===== src/rtl/clock_time_counter.sv =====
// Timekeeping core of the digital clock: edge-detects the seconds-enable level,
// keeps a 24-hour hh:mm:ss time in BCD and lets hours/minutes be set via buttons.
module clock_time_counter #(
    parameter bit BOTH_EDGES = 1'b0
) (
    input  logic       ck,
    input  logic       reset,
    input  logic       hit,
    input  logic       mode_btn,
    input  logic       inc_btn,
    output logic [1:0] h_tens,
    output logic [3:0] h_ones,
    output logic [2:0] m_tens,
    output logic [3:0] m_ones,
    output logic [2:0] s_tens,
    output logic [3:0] s_ones,
    output logic [1:0] field_sel,
    output logic       sec_tick
);

    typedef enum logic [1:0] {
        RUN         = 2'b00,
        SET_HOURS   = 2'b01,
        SET_MINUTES = 2'b10
    } mode_e;

    mode_e      state_q;
    logic       hit_q;
    logic [1:0] h_tens_q, h_tens_d;
    logic [3:0] h_ones_q, h_ones_d;
    logic [2:0] m_tens_q, m_tens_d;
    logic [3:0] m_ones_q, m_ones_d;
    logic [2:0] s_tens_q, s_tens_d;
    logic [3:0] s_ones_q, s_ones_d;
    logic       sec_tick_q, sec_tick_d;

    logic tick;
    logic sec_wrap, min_wrap;
    logic sec_clr, sec_adv, min_adv, hr_adv;

    // hit_q keeps following hit in every state, so leaving a SET state never
    // sees a stale level and fabricates a tick.
    assign tick = BOTH_EDGES ? (hit ^ hit_q) : (hit & ~hit_q);

    assign sec_wrap = (s_tens_q == 3'd5) && (s_ones_q == 4'd9);
    assign min_wrap = (m_tens_q == 3'd5) && (m_ones_q == 4'd9);

    // A mode press always wins: it swallows a same-cycle tick or increment.
    assign sec_clr = (state_q == RUN) && mode_btn;
    assign sec_adv = (state_q == RUN) && !mode_btn && tick;
    assign min_adv = (sec_adv && sec_wrap) ||
                     ((state_q == SET_MINUTES) && !mode_btn && inc_btn);
    assign hr_adv  = (sec_adv && sec_wrap && min_wrap) ||
                     ((state_q == SET_HOURS) && !mode_btn && inc_btn);

    always_comb begin
        // NOTE: every target gets a default first so no latch is inferred.
        h_tens_d   = h_tens_q;
        h_ones_d   = h_ones_q;
        m_tens_d   = m_tens_q;
        m_ones_d   = m_ones_q;
        s_tens_d   = s_tens_q;
        s_ones_d   = s_ones_q;
        sec_tick_d = sec_adv;

        if (sec_clr) begin
            s_tens_d = 3'd0;
            s_ones_d = 4'd0;
        end else if (sec_adv) begin
            if (s_ones_q == 4'd9) begin
                s_ones_d = 4'd0;
                s_tens_d = (s_tens_q == 3'd5) ? 3'd0 : s_tens_q + 3'd1;
            end else begin
                s_ones_d = s_ones_q + 4'd1;
            end
        end

        // Minutes wrap 59 -> 00 on their own; the carry into hours is hr_adv.
        if (min_adv) begin
            if (m_ones_q == 4'd9) begin
                m_ones_d = 4'd0;
                m_tens_d = (m_tens_q == 3'd5) ? 3'd0 : m_tens_q + 3'd1;
            end else begin
                m_ones_d = m_ones_q + 4'd1;
            end
        end

        if (hr_adv) begin
            if ((h_tens_q == 2'd2) && (h_ones_q == 4'd3)) begin
                h_tens_d = 2'd0;
                h_ones_d = 4'd0;
            end else if (h_ones_q == 4'd9) begin
                h_ones_d = 4'd0;
                h_tens_d = h_tens_q + 2'd1;
            end else begin
                h_ones_d = h_ones_q + 4'd1;
            end
        end
    end

    // NOTE: sequential state is written only with non-blocking assignments.
    always_ff @(posedge ck or posedge reset) begin
        if (reset) begin
            hit_q      <= 1'b0;
            h_tens_q   <= 2'd0;
            h_ones_q   <= 4'd0;
            m_tens_q   <= 3'd0;
            m_ones_q   <= 4'd0;
            s_tens_q   <= 3'd0;
            s_ones_q   <= 4'd0;
            sec_tick_q <= 1'b0;
        end else begin
            hit_q      <= hit;
            h_tens_q   <= h_tens_d;
            h_ones_q   <= h_ones_d;
            m_tens_q   <= m_tens_d;
            m_ones_q   <= m_ones_d;
            s_tens_q   <= s_tens_d;
            s_ones_q   <= s_ones_d;
            sec_tick_q <= sec_tick_d;
        end
    end

    always_ff @(posedge ck or posedge reset) begin
        if (reset) begin
            state_q <= RUN;
        end else if (mode_btn) begin
            case (state_q)
                RUN:         state_q <= SET_HOURS;
                SET_HOURS:   state_q <= SET_MINUTES;
                SET_MINUTES: state_q <= RUN;
                default:     state_q <= RUN;
            endcase
        end
    end

    assign h_tens    = h_tens_q;
    assign h_ones    = h_ones_q;
    assign m_tens    = m_tens_q;
    assign m_ones    = m_ones_q;
    assign s_tens    = s_tens_q;
    assign s_ones    = s_ones_q;
    assign field_sel = state_q;
    assign sec_tick  = sec_tick_q;

endmodule


===== config.mk =====
export PLATFORM = sky130hd
export DESIGN_NAME = clock_time_counter
export DESIGN_NICKNAME = d
export VERILOG_FILES = /design/src/rtl/clock_time_counter.sv
export SDC_FILE = /design/constraint.sdc
export NUM_CORES = 1
export LEC_CHECK = 0
export BUFFER_PORTS_ARGS = -buffer_cell sky130_fd_sc_hd__buf_2
export CAP_MARGIN = 20
export CORE_MARGIN = 2
export CORE_UTILIZATION = 47
export CTS_CLUSTER_SIZE = 24
export DETAILED_ROUTE_END_ITERATION = 10
export PLACE_DENSITY = 0.71
export SLEW_MARGIN = 40
export SYNTH_ARGS = -nofsm -noshare
export SYNTH_HDL_FRONTEND = slang
export SYNTH_SLANG_ARGS = --single-unit

===== constraint.sdc =====
create_clock -name ck -period 2.13 [get_ports ck]
set_input_delay 0.3195 -clock ck [delete_from_list [all_inputs] [get_ports ck]]
set_output_delay 0.3195 -clock ck [all_outputs]
set_load 0.02 [all_outputs]

After elaboration in Yosys (flattened, before gate mapping):

Index checks and enable logic that the tools add are counted.

* memories kept: 0
* output and inout bits: 23
* word-level logic and storage cells: 62
* memory bits (writable): 0
* input bits: 5
* flip-flop bits (word level): 24
* bits in latches: 0
* ROM bits: 0

* multipliers: 0
* reduce and logical (&&, ||, !) cells: 22
* shift operators: 0
* bitwise operators: 2
* magnitude comparators: 0
* $add $sub $neg: 6
* mux-type cells: 14
* div/mod/pow operators: 0
* eq/ne operators: 9

Operator list (count)
* $mux 4: 6
* $mux 3: 5
* $add 4x1->4 const B: 3
* $eq 4x4->1 const B: 3
* $logic_and 1x1->1: 12
* $add 3x1->3 const B: 2
* $eq 3x3->1 const B: 2
* $reduce_and 2->1: 3
* $reduce_bool 2->1: 3
* $eq 2x2->1 const B: 2
* $eq 4x2->1 const B: 1
* $mux 2: 2
* $pmux 2 s2: 1
* $add 2x1->2 const B: 1
* $eq 2x1->1 const B: 1
* $logic_not 2->1: 1
* $logic_or 1x1->1: 2
* $and 1x1->1: 1
* $logic_not 1->1: 1
* $not 1->1: 1

Depth between registers and ports, before layout:

Gate-level depths: netlist (run 1).

* depth in word-level cells: 7
* depth in mapped cells: 7

Worst setup path after synthesis (run 1):

No wires, ideal clock.

* path kind: register to register
* start point: register state_q[0], in the netlist field_sel[0]
* end point: register h_tens_q[0], in the netlist h_tens[0]
* setup slack: -11 ps
* arrival: 2016 ps
* cell stages (with the launch flop): 6
* period minus slack after synthesis: 2141 ps
* library setup time: 125 ps
* path buffers: 0
* cell sequence: dfrtp_1 > or4b_4 > nor3b_4 > a31oi_4 > nand2b_4 > mux2_4

* cells in the longest elaborated chain, start to end: 7
* elaborated cells between the ends (all ways): 10

Ends and longest elaborated chain
* from (decl): line 27 `mode_e state_q;`
* from (signal assigned): line 126 `state_q <= RUN;`
* from (signal assigned): line 129 `RUN: state_q <= SET_HOURS;`
* from (signal assigned): line 130 `SET_HOURS: state_q <= SET_MINUTES;`
* $logic_not 2->1: line 50 `assign sec_adv = (state_q == RUN) && !mode_btn && tick;`
* $logic_and 1x1->1 (2 in series): line 50
* $logic_and 1x1->1 (2 in series): line 53 `assign hr_adv = (sec_adv && sec_wrap && min_wrap) ||`
* $logic_or 1x1->1 (*): line 53
* $reduce_and 2->1 (no line) (*)
* to (signal assigned): line 114 `h_tens_q <= h_tens_d;`
* to (decl): line 29 `logic [1:0] h_tens_q, h_tens_d;`

Mark *: on every way between the ends. The rest lies on a longest branch, timed or not.
A chain may end at the register's enable or synchronous reset.

Final worst setup path (run 1):

* start point: register m_ones_q[2], in the netlist m_ones[2]
* end point: register h_tens_q[0], in the netlist h_tens[0]

* cells in the longest elaborated chain, start to end: 5

Ends and longest elaborated chain
* from (decl): line 32 `logic [3:0] m_ones_q, m_ones_d;`
* from (signal assigned): line 117 `m_ones_q <= m_ones_d;`
* $eq 4x4->1: line 46 `assign min_wrap = (m_tens_q == 3'd5) && (m_ones_q == 4'd9);`
* $logic_and 1x1->1: line 46
* $logic_and 1x1->1: line 53
* $logic_or 1x1->1: line 53
* $reduce_and 2->1 (no line)

Every way passes these cells.

==> results.cfg, run 1 <==
[timing]
tightest_slew_ns = 0.609
setup_violations = 0
drv_slew = 0
rsz0062_at_grt = no
relSlewSlack_pct = 59.4
skew_ns = 0.0132
min_period_over_period_pct = 95.4
fin_setup_tns_ns = 0
max_freq_ghz = 0.492
post-route-min-period_ns = 2.03
hold_violations = 0

[grt]
antenna_found_initial = 0
grt_pass1_wl_mm = 4.24
grt_pass1_vias = 930
grt_max_degree = 15
overflow = 0
track_usage_pct = 16.8

[clock_tree]
cts-htree-levels = 1
clk_pin_slew_worst_paths_ns = 0.13
cts_buffers = 3
clock-root-buffer = clkbuf_4
cts_resized = 0
postCtsHoldBufs = 0
insertion_delay_ns = 0.31
cts_tree = built
post_cts_buffers = 0
clock-sinks = 24
clockBufferDepth = 2

[yosys]
synthDistinctLibCells = 40
ys_seq_area_share_pct = 47.8
ys_warn_count = 0
synth_top_area_cell = dfrtp_1
syn_area_per_cell_um2 = 10.9
netlist_instances = 115
synth_top_cell_area_share_pct = 47.8
ys_top_cells_by_area = dfrtp_1 48%, ha_1 4.0%, nor2_1 3.3%, mux2i_1 2.4%, inv_1 2.4%
synthArstFlopShare_pct = 100
synth-main-ff-cell = dfrtp_1
netlist_top_cells_count = 24 x dfrtp_1, 11 x nor2_1, 8 x inv_1, 7 x nand2_1
synth-edff-count = 0
syn_area_um2 = 1260
synth.most_common_cell = dfrtp_1
synth.net_count = 124
ys_seq_elements = 24

[floorplan]
die_h_um = 55.7
rows = 18
die_width_um = 55.7
die-area_um2 = 3100
io_pins = 28
start_util_pct = 50.3
design.core.area_um2 = 2500

[setup_path]
crit_path_end_kind = flop
arrival_ns = 2.23
r2r.worst_path.cells = 5
start_kind = flop
r2r_setup_slack_ns = 0.1
r2r-end = h_tens[0]
critical_path.max_fanout = 4
crit_type = reg -> reg
crit_required_ns = 2.33
crit-reg2reg-launch = m_ones[2]

[cells_and_area]
drive_gt1_share_pct = 32.2
syn2layout_area_growth_pct = 19.5
fin_nets = 162
diodes = 0
stdcell_count = 182
final_cell_area_um2 = 1500

[route]
drtPass1Iterations = 4
vias = 977
drc = 0
ant_nets = 0
wl_per_cell_um = 13.1
via_per_inst = 5.37
drt-total-wl_mm = 2.38
dr.first_iter.drc_count = 20

[placed_design]
port_buffers = 27
placedCellCount = 178
dpl.hpwl_mm = 1.84
post_dp_cell_area_um2 = 1480
gp_congestion = 0.807

[power_and_ir_drop]
ir_worst_vdd_mv = 0.702
p_leak_nw = 0.745
power_density_nw_per_um2 = 940
p_total_mw = 1.41

[job]
drv_cap = 0

[worst_hold_path]
hp-class = in -> async

[outcome]
status = finished, final reports clean
cells by family after synthesis:
group	after synthesis	synth area share (%)
muxes	7	6.27
buffers and inverters	8	2.39
and+or+nand+nor	44	22.7
AOI/OAI and AO/OA	24	14.0
DFF	24	47.8
adders and majority gates	4	3.98
xor gates and xnor gates	4	2.79
power breakdown:
group	switching (mW)	internal, mW	total (mW)
logic	0.311	0.209	0.521
clock network	0.129	0.0729	0.202
registers	0.137	0.551	0.688
area by class of cell:
cell class	count	area, um2
Fill cell	208	998
Tap cell	30	37.5
Timing Repair Buffer	33	180
Clock buffer	4	26.3
Multi-Input combinational cell	83	626
Sequential cell	24	602
Inverter	8	30.0
how the worst max path moves through the flow:
stage / from / to / slack (ns) / cells after the start
finish: m_ones[2] / h_tens[0] / 0.1 / 5
global route: m_ones[2] / h_ones[2] / 0.03 / 5
CTS: m_ones[2] / h_tens[0] / 0.11 / 5
detailed placement: mode_btn / h_tens[0] / 0.13 / 6
global placement: m_ones[2] / h_tens[0] / 0.14 / 5
floorplan: field_sel[0] / h_tens[0] / 0.005 / 5
layer usage:
metal	global-route usage [%]	share of wire (%)
met1	22.8	48
met2	27.6	47
met3	2.09	3.3
met4	6.27	1.3
met5	0	0
state kept, by name (all words and copies together), names as in the netlist:
| signal | cells |
|---|---|
| sec_tick | 1 |
| s_ones | 4 |
| h_tens | 2 |
| field_sel | 2 |
| m_tens | 3 |
| h_ones | 4 |
| s_tens | 3 |
| m_ones | 4 |
| hit_q | 1 |
per-stage QoR:
stage	util, %	setup slack (ns)	hold WS [ns]
floorplan	-	0.00514	0.334
global placement	59.0	0.140	0.378
detailed placement	59.0	0.125	0.388
CTS	60.1	0.112	0.0351
global route	60.1	0.0254	0.0711
finish	60.1	0.0974	0.0140
cells in the final DEF (no fill, tap or decap), drive strengths merged, types with 2 or more instances in the layout:
cell type / instances
a21o: 2
a21oi: 5
a31oi: 2
buf: 33
clkbuf: 4
dfrtp: 24
ha: 4
inv: 8
mux2: 4
mux2i: 3
nand2: 7
nand2b: 2
nand3: 3
nand4b: 2
nor2: 12
nor2b: 3
nor3: 5
o21ai: 7
o31ai: 2
or3: 2
xnor2: 3
critical path, stage by stage, from the launching register on:
cell and delay (ns):
dfrtp_1 0.44, or4bb_1 0.53, nor3_1 0.37, a31oi_4 0.12
nand2b_4 0.16, mux2_4 0.30
No activity file was read; power rests on OpenSTA's default activity.
==> run 2, diff against run 1 <==
- RECOVER_POWER: default -> 100
==> results.cfg, run 2 (synthesized netlist as in run 1, its figures left out) <==
[clock_tree]
clock-root-buffer = clkbuf_4
cts_resized = 0
clock-sinks = 24
cts_tree = built
cts-htree-levels = 1
postCtsHoldBufs = 0
insertion_delay_ns = 0.31
clk_pin_slew_worst_paths_ns = 0.13
post_cts_buffers = 0
clockBufferDepth = 2
cts_buffers = 3

[floorplan]
start_util_pct = 50.3
io_pins = 28
die-area_um2 = 3100
die_width_um = 55.7
die_h_um = 55.7
rows = 18
design.core.area_um2 = 2500

[setup_path]
max_stage_delay_ns = 0.52
crit-reg2reg-launch = m_ones[2]
arrival_ns = 2.21
crit_path_end_kind = flop
critical_path.max_fanout = 4
r2r-end = h_tens[0]
cpMaxStageDelayCell = or4bb_1
critPathBufInv = 0
crit_path_cell_trace = or4bb_1 -> nor3_1 -> a31oi_4 -> nand2b_4 -> mux2_4
r2r_setup_slack_ns = 0.12
cp_num_cells = 5
crit_required_ns = 2.33
crit_type = reg -> reg
start_kind = flop
cp_top_family = simple AND/OR/NAND/NOR gates
r2r.worst_path.cells = 5

[power_and_ir_drop]
p_leak_nw = 0.655
sw_frac_of_total_pct = 41.8
p_total_mw = 1.38
ir_worst_vdd_mv = 0.686
p_int_mw = 0.801
p_switching_mw = 0.577
power_density_nw_per_um2 = 944
p_seq_share_pct = 50.0
combPwrFrac_pct = 35.5
p_clk_share_pct = 14.6

[timing]
skew_ns = 0.0117
post-route-min-period_ns = 2.01
hold_violations = 0
fin_setup_tns_ns = 0
drv_slew = 0
tightest_slew_ns = 0.612
min_period_over_period_pct = 94.5
relSlewSlack_pct = 59.2
setup_violations = 0
max_freq_ghz = 0.497
rsz0062_at_grt = no
hold_slack_ns = 0.0148

[placed_design]
dpl.hpwl_mm = 1.84
gp_congestion = 0.807
port_buffers = 27

[cells_and_area]
fin_nets = 162
final_cell_mix = 26 x clkbuf_1, 24 x dfrtp_1, 11 x nor2_1
diodes = 0
postLayoutCoreUtil_pct = 58.4
drive_gt1_share_pct = 14.5
final_common_cell = clkbuf_1
syn2layout_area_growth_pct = 16.2

[worst_hold_path]
hp-class = in -> async

[grt]
track_usage_pct = 16.8
antenna_found_initial = 0
grt_max_degree = 15
grt_pass1_vias = 930
overflow = 0
grt_pass1_wl_mm = 4.24

[job]
drv_cap = 0

[route]
drc = 0
dr.first_iter.drc_count = 22
via_per_inst = 5.31
vias = 966
drtPass1Iterations = 4
ant_nets = 0
drt-total-wl_mm = 2.36
wl_per_cell_um = 13.0

[outcome]
status = finished, final reports clean
run 2: cell types whose count changed in the layout (fill, tap and decap cells not counted), sizes merged:
cell    before  now
buf         33    8
clkbuf       4   29
run 2: routing by layer:
metal  share of wire, %  global-route usage (%)  vias to the layer above
met5                  0                       0                        -
met4               0.76                    6.27                        0
met3                3.1                    2.09                        2
met2                 48                    27.6                       14
met1                 48                    22.8                      459
li1                   -                       -                      491
run 2: power by group through the flow:
stage	logic [mW]	clock network [mW]	registers, mW
after floorplan	0.218	0	0.805
after global placement	0.510	0	0.686
after detailed placement	0.525	0	0.697
after CTS	0.526	0.211	0.688
after global routing	0.552	0.226	0.713
final	0.489	0.201	0.689
run 2: worst max path at each step:
stage / startpoint / end / slack, ns
6_report: m_ones[2] / h_tens[0] / 0.12
5_1_grt: m_ones[2] / h_ones[2] / 0.03
4_1_cts: m_ones[2] / h_tens[0] / 0.11
3_5_place_dp: mode_btn / h_tens[0] / 0.13
3_3_place_gp: m_ones[2] / h_tens[0] / 0.14
2_1_floorplan: field_sel[0] / h_tens[0] / 0.005
run 2: cell type report:
type | instances | area [um2]
well taps | 30 | 37.5
flip-flops and latches | 24 | 601
repair buffers | 33 | 144
fillers | 226 | 1040
inverters | 8 | 30.0
clock buffers | 4 | 26.3
multi-input cells | 83 | 622
run 2: through the flow:
stage                     instances  area, um2  setup slack (ns)
after floorplan                 115       1260           0.00514
after global placement          178       1480             0.140
after detailed placement        178       1480             0.125
after CTS                       182       1500             0.112
after global routing            182       1460            0.0261
final                           182       1460             0.117
==> run 3, diff against run 2 <==
- clock period: 2.13 -> 1.7 ns (I/O delays scaled with it)
==> results.cfg, run 3 (synthesized netlist as in run 1, its figures left out) <==
[clock_tree]
clockBufferDepth = 2
cts_buffers = 3
cts-htree-levels = 1
insertion_delay_ns = 0.32
clk_pin_slew_worst_paths_ns = 0.13
clock-sinks = 24
cts_tree = built
clock-root-buffer = clkbuf_4

[timing]
max_freq_ghz = 0.524
hold_violations = 0
relSlewSlack_pct = 59.7
drv_slew = 0
setup_violations = 19
post-route-min-period_ns = 1.91
skew_ns = 0.00186
setup_ws_ns = -0.208
tightest_slew_ns = 0.604
min_period_over_period_pct = 112
rsz0062_at_grt = yes

[setup_path]
crit-reg2reg-launch = field_sel[0]
cp_top_family = simple AND/OR/NAND/NOR gates
critical_path.max_fanout = 2
arrival_ns = 2.13
r2r_setup_slack_ns = -0.21
r2r.worst_path.cells = 5
crit_path_cell_trace = or4b_4 -> nor3b_4 -> a31oi_4 -> nand2b_4 -> mux2_4
critPathBufInv = 0
start_kind = flop
crit_path_end_kind = flop
cpMaxStageDelayCell = or4b_4
crit_type = reg -> reg
crit_required_ns = 1.92
max_stage_delay_ns = 0.58
r2r-end = h_tens[0]

[worst_hold_path]
worstHoldStart = hit
whs_endpoint = hit_q
holdPathStages = 1
hp-class = in -> reg

[cells_and_area]
final_cell_area_um2 = 1770
stdcell_count = 203
nFillCells = 212
final_cell_mix = 23 x dfrtp_1, 22 x clkbuf_1, 20 x buf_4
drive_gt1_share_pct = 37.0
fin_nets = 183
final_common_cell = dfrtp_1
syn2layout_area_growth_pct = 40.6
diodes = 0

[placed_design]
dpl.hpwl_mm = 1.98
port_buffers = 27
placedCellCount = 196
post_dp_cell_area_um2 = 1620
gp_congestion = 0.722

[route]
wl_per_cell_um = 14.2
dr.first_iter.drc_count = 14
via_per_inst = 5.35
drc = 0
vias = 1087
drt-total-wl_mm = 2.89
ant_nets = 0
drtPass1Iterations = 4

[floorplan]
die-area_um2 = 3100
io_pins = 28
rows = 18
die_h_um = 55.7
start_util_pct = 50.3
die_width_um = 55.7
design.core.area_um2 = 2500

[grt]
grt_pass1_vias = 1076
track_usage_pct = 19.4
overflow = 0
antenna_found_initial = 0
grt_max_degree = 25
grt_pass1_wl_mm = 4.76

[power_and_ir_drop]
power_density_nw_per_um2 = 1120
ir_worst_vdd_mv = 0.973
p_leak_nw = 0.810
p_total_mw = 1.97

[outcome]
status = finished with violations
violations = setup timing

[job]
drv_cap = 0
[run 3: cell count changes in the layout (fill, tap and decap cells not counted), sizes merged]
cell	previous run	this run
dlygate4sd3	0	1
buf	8	30
clkbuf	29	27
[run 3: power breakdown]
group	switching [mW]	internal, mW
registers	0.125	0.690
clock network	0.177	0.131
logic	0.515	0.336
[run 3: worst reg2reg max path, stage by stage, from the launching register on]
cell and delay [ns]:
dfrtp_2 0.42, or4b_4 0.58, nor3b_4 0.27, a31oi_4 0.11
nand2b_4 0.15, mux2_4 0.29
[run 3: timing repair]
action,CTS,global route
gates resized for setup,16,10
hold buffers,1,0
hold endpoints to repair,24,0
pin swaps,12,9
buffers inserted,2,1
endpoints found under the setup margin,17,18
[run 3: metrics by stage]
step / worst slack [ns] / utilization (%) / setup TNS (ns) / hold WS (ns)
after floorplan: -0.416 / - / -2.49 / 0.270
after global placement: -0.158 / 64.9 / -1.25 / 0.310
after detailed placement: -0.192 / 64.9 / -1.92 / 0.332
after CTS: -0.175 / 70.4 / -2.08 / 0.0453
after global routing: -0.255 / 70.7 / -3.69 / 0.0423
final: -0.208 / 70.7 / -2.36 / 0.0518
[run 3: how the worst max path moves through the flow]
| stage | from | end | slack [ns] | depth (start not counted) |
|---|---|---|---|---|
| 3_3_place_gp | mode_btn | h_tens[0] | -0.16 | 6 |
| 6_report | field_sel[0] | h_tens[0] | -0.21 | 5 |
| 5_1_grt | field_sel[0] | h_tens[0] | -0.26 | 5 |
| 2_1_floorplan | field_sel[0] | h_tens[0] | -0.42 | 5 |
| 4_1_cts | field_sel[0] | h_tens[0] | -0.17 | 5 |
| 3_5_place_dp | mode_btn | h_tens[0] | -0.19 | 6 |
[run 3: area by class of cell]
class	instances	area, um2	share of cell area, %
repair buffers	54	323	18.3
clock buffers	4	36.3	2.05
inverters	8	30.0	1.70
flip-flops and latches	24	602	34.1
well taps	30	37.5	2.12
multi-input cells	83	738	41.8
[run 3: per-layer routing]
layer	share of wire, %	routed length, um	track usage, %
met1	41	1190	22.6
met4	1.2	34	6.97
met5	0	0	0
met3	3.2	92	3.02
met2	54	1560	35.7
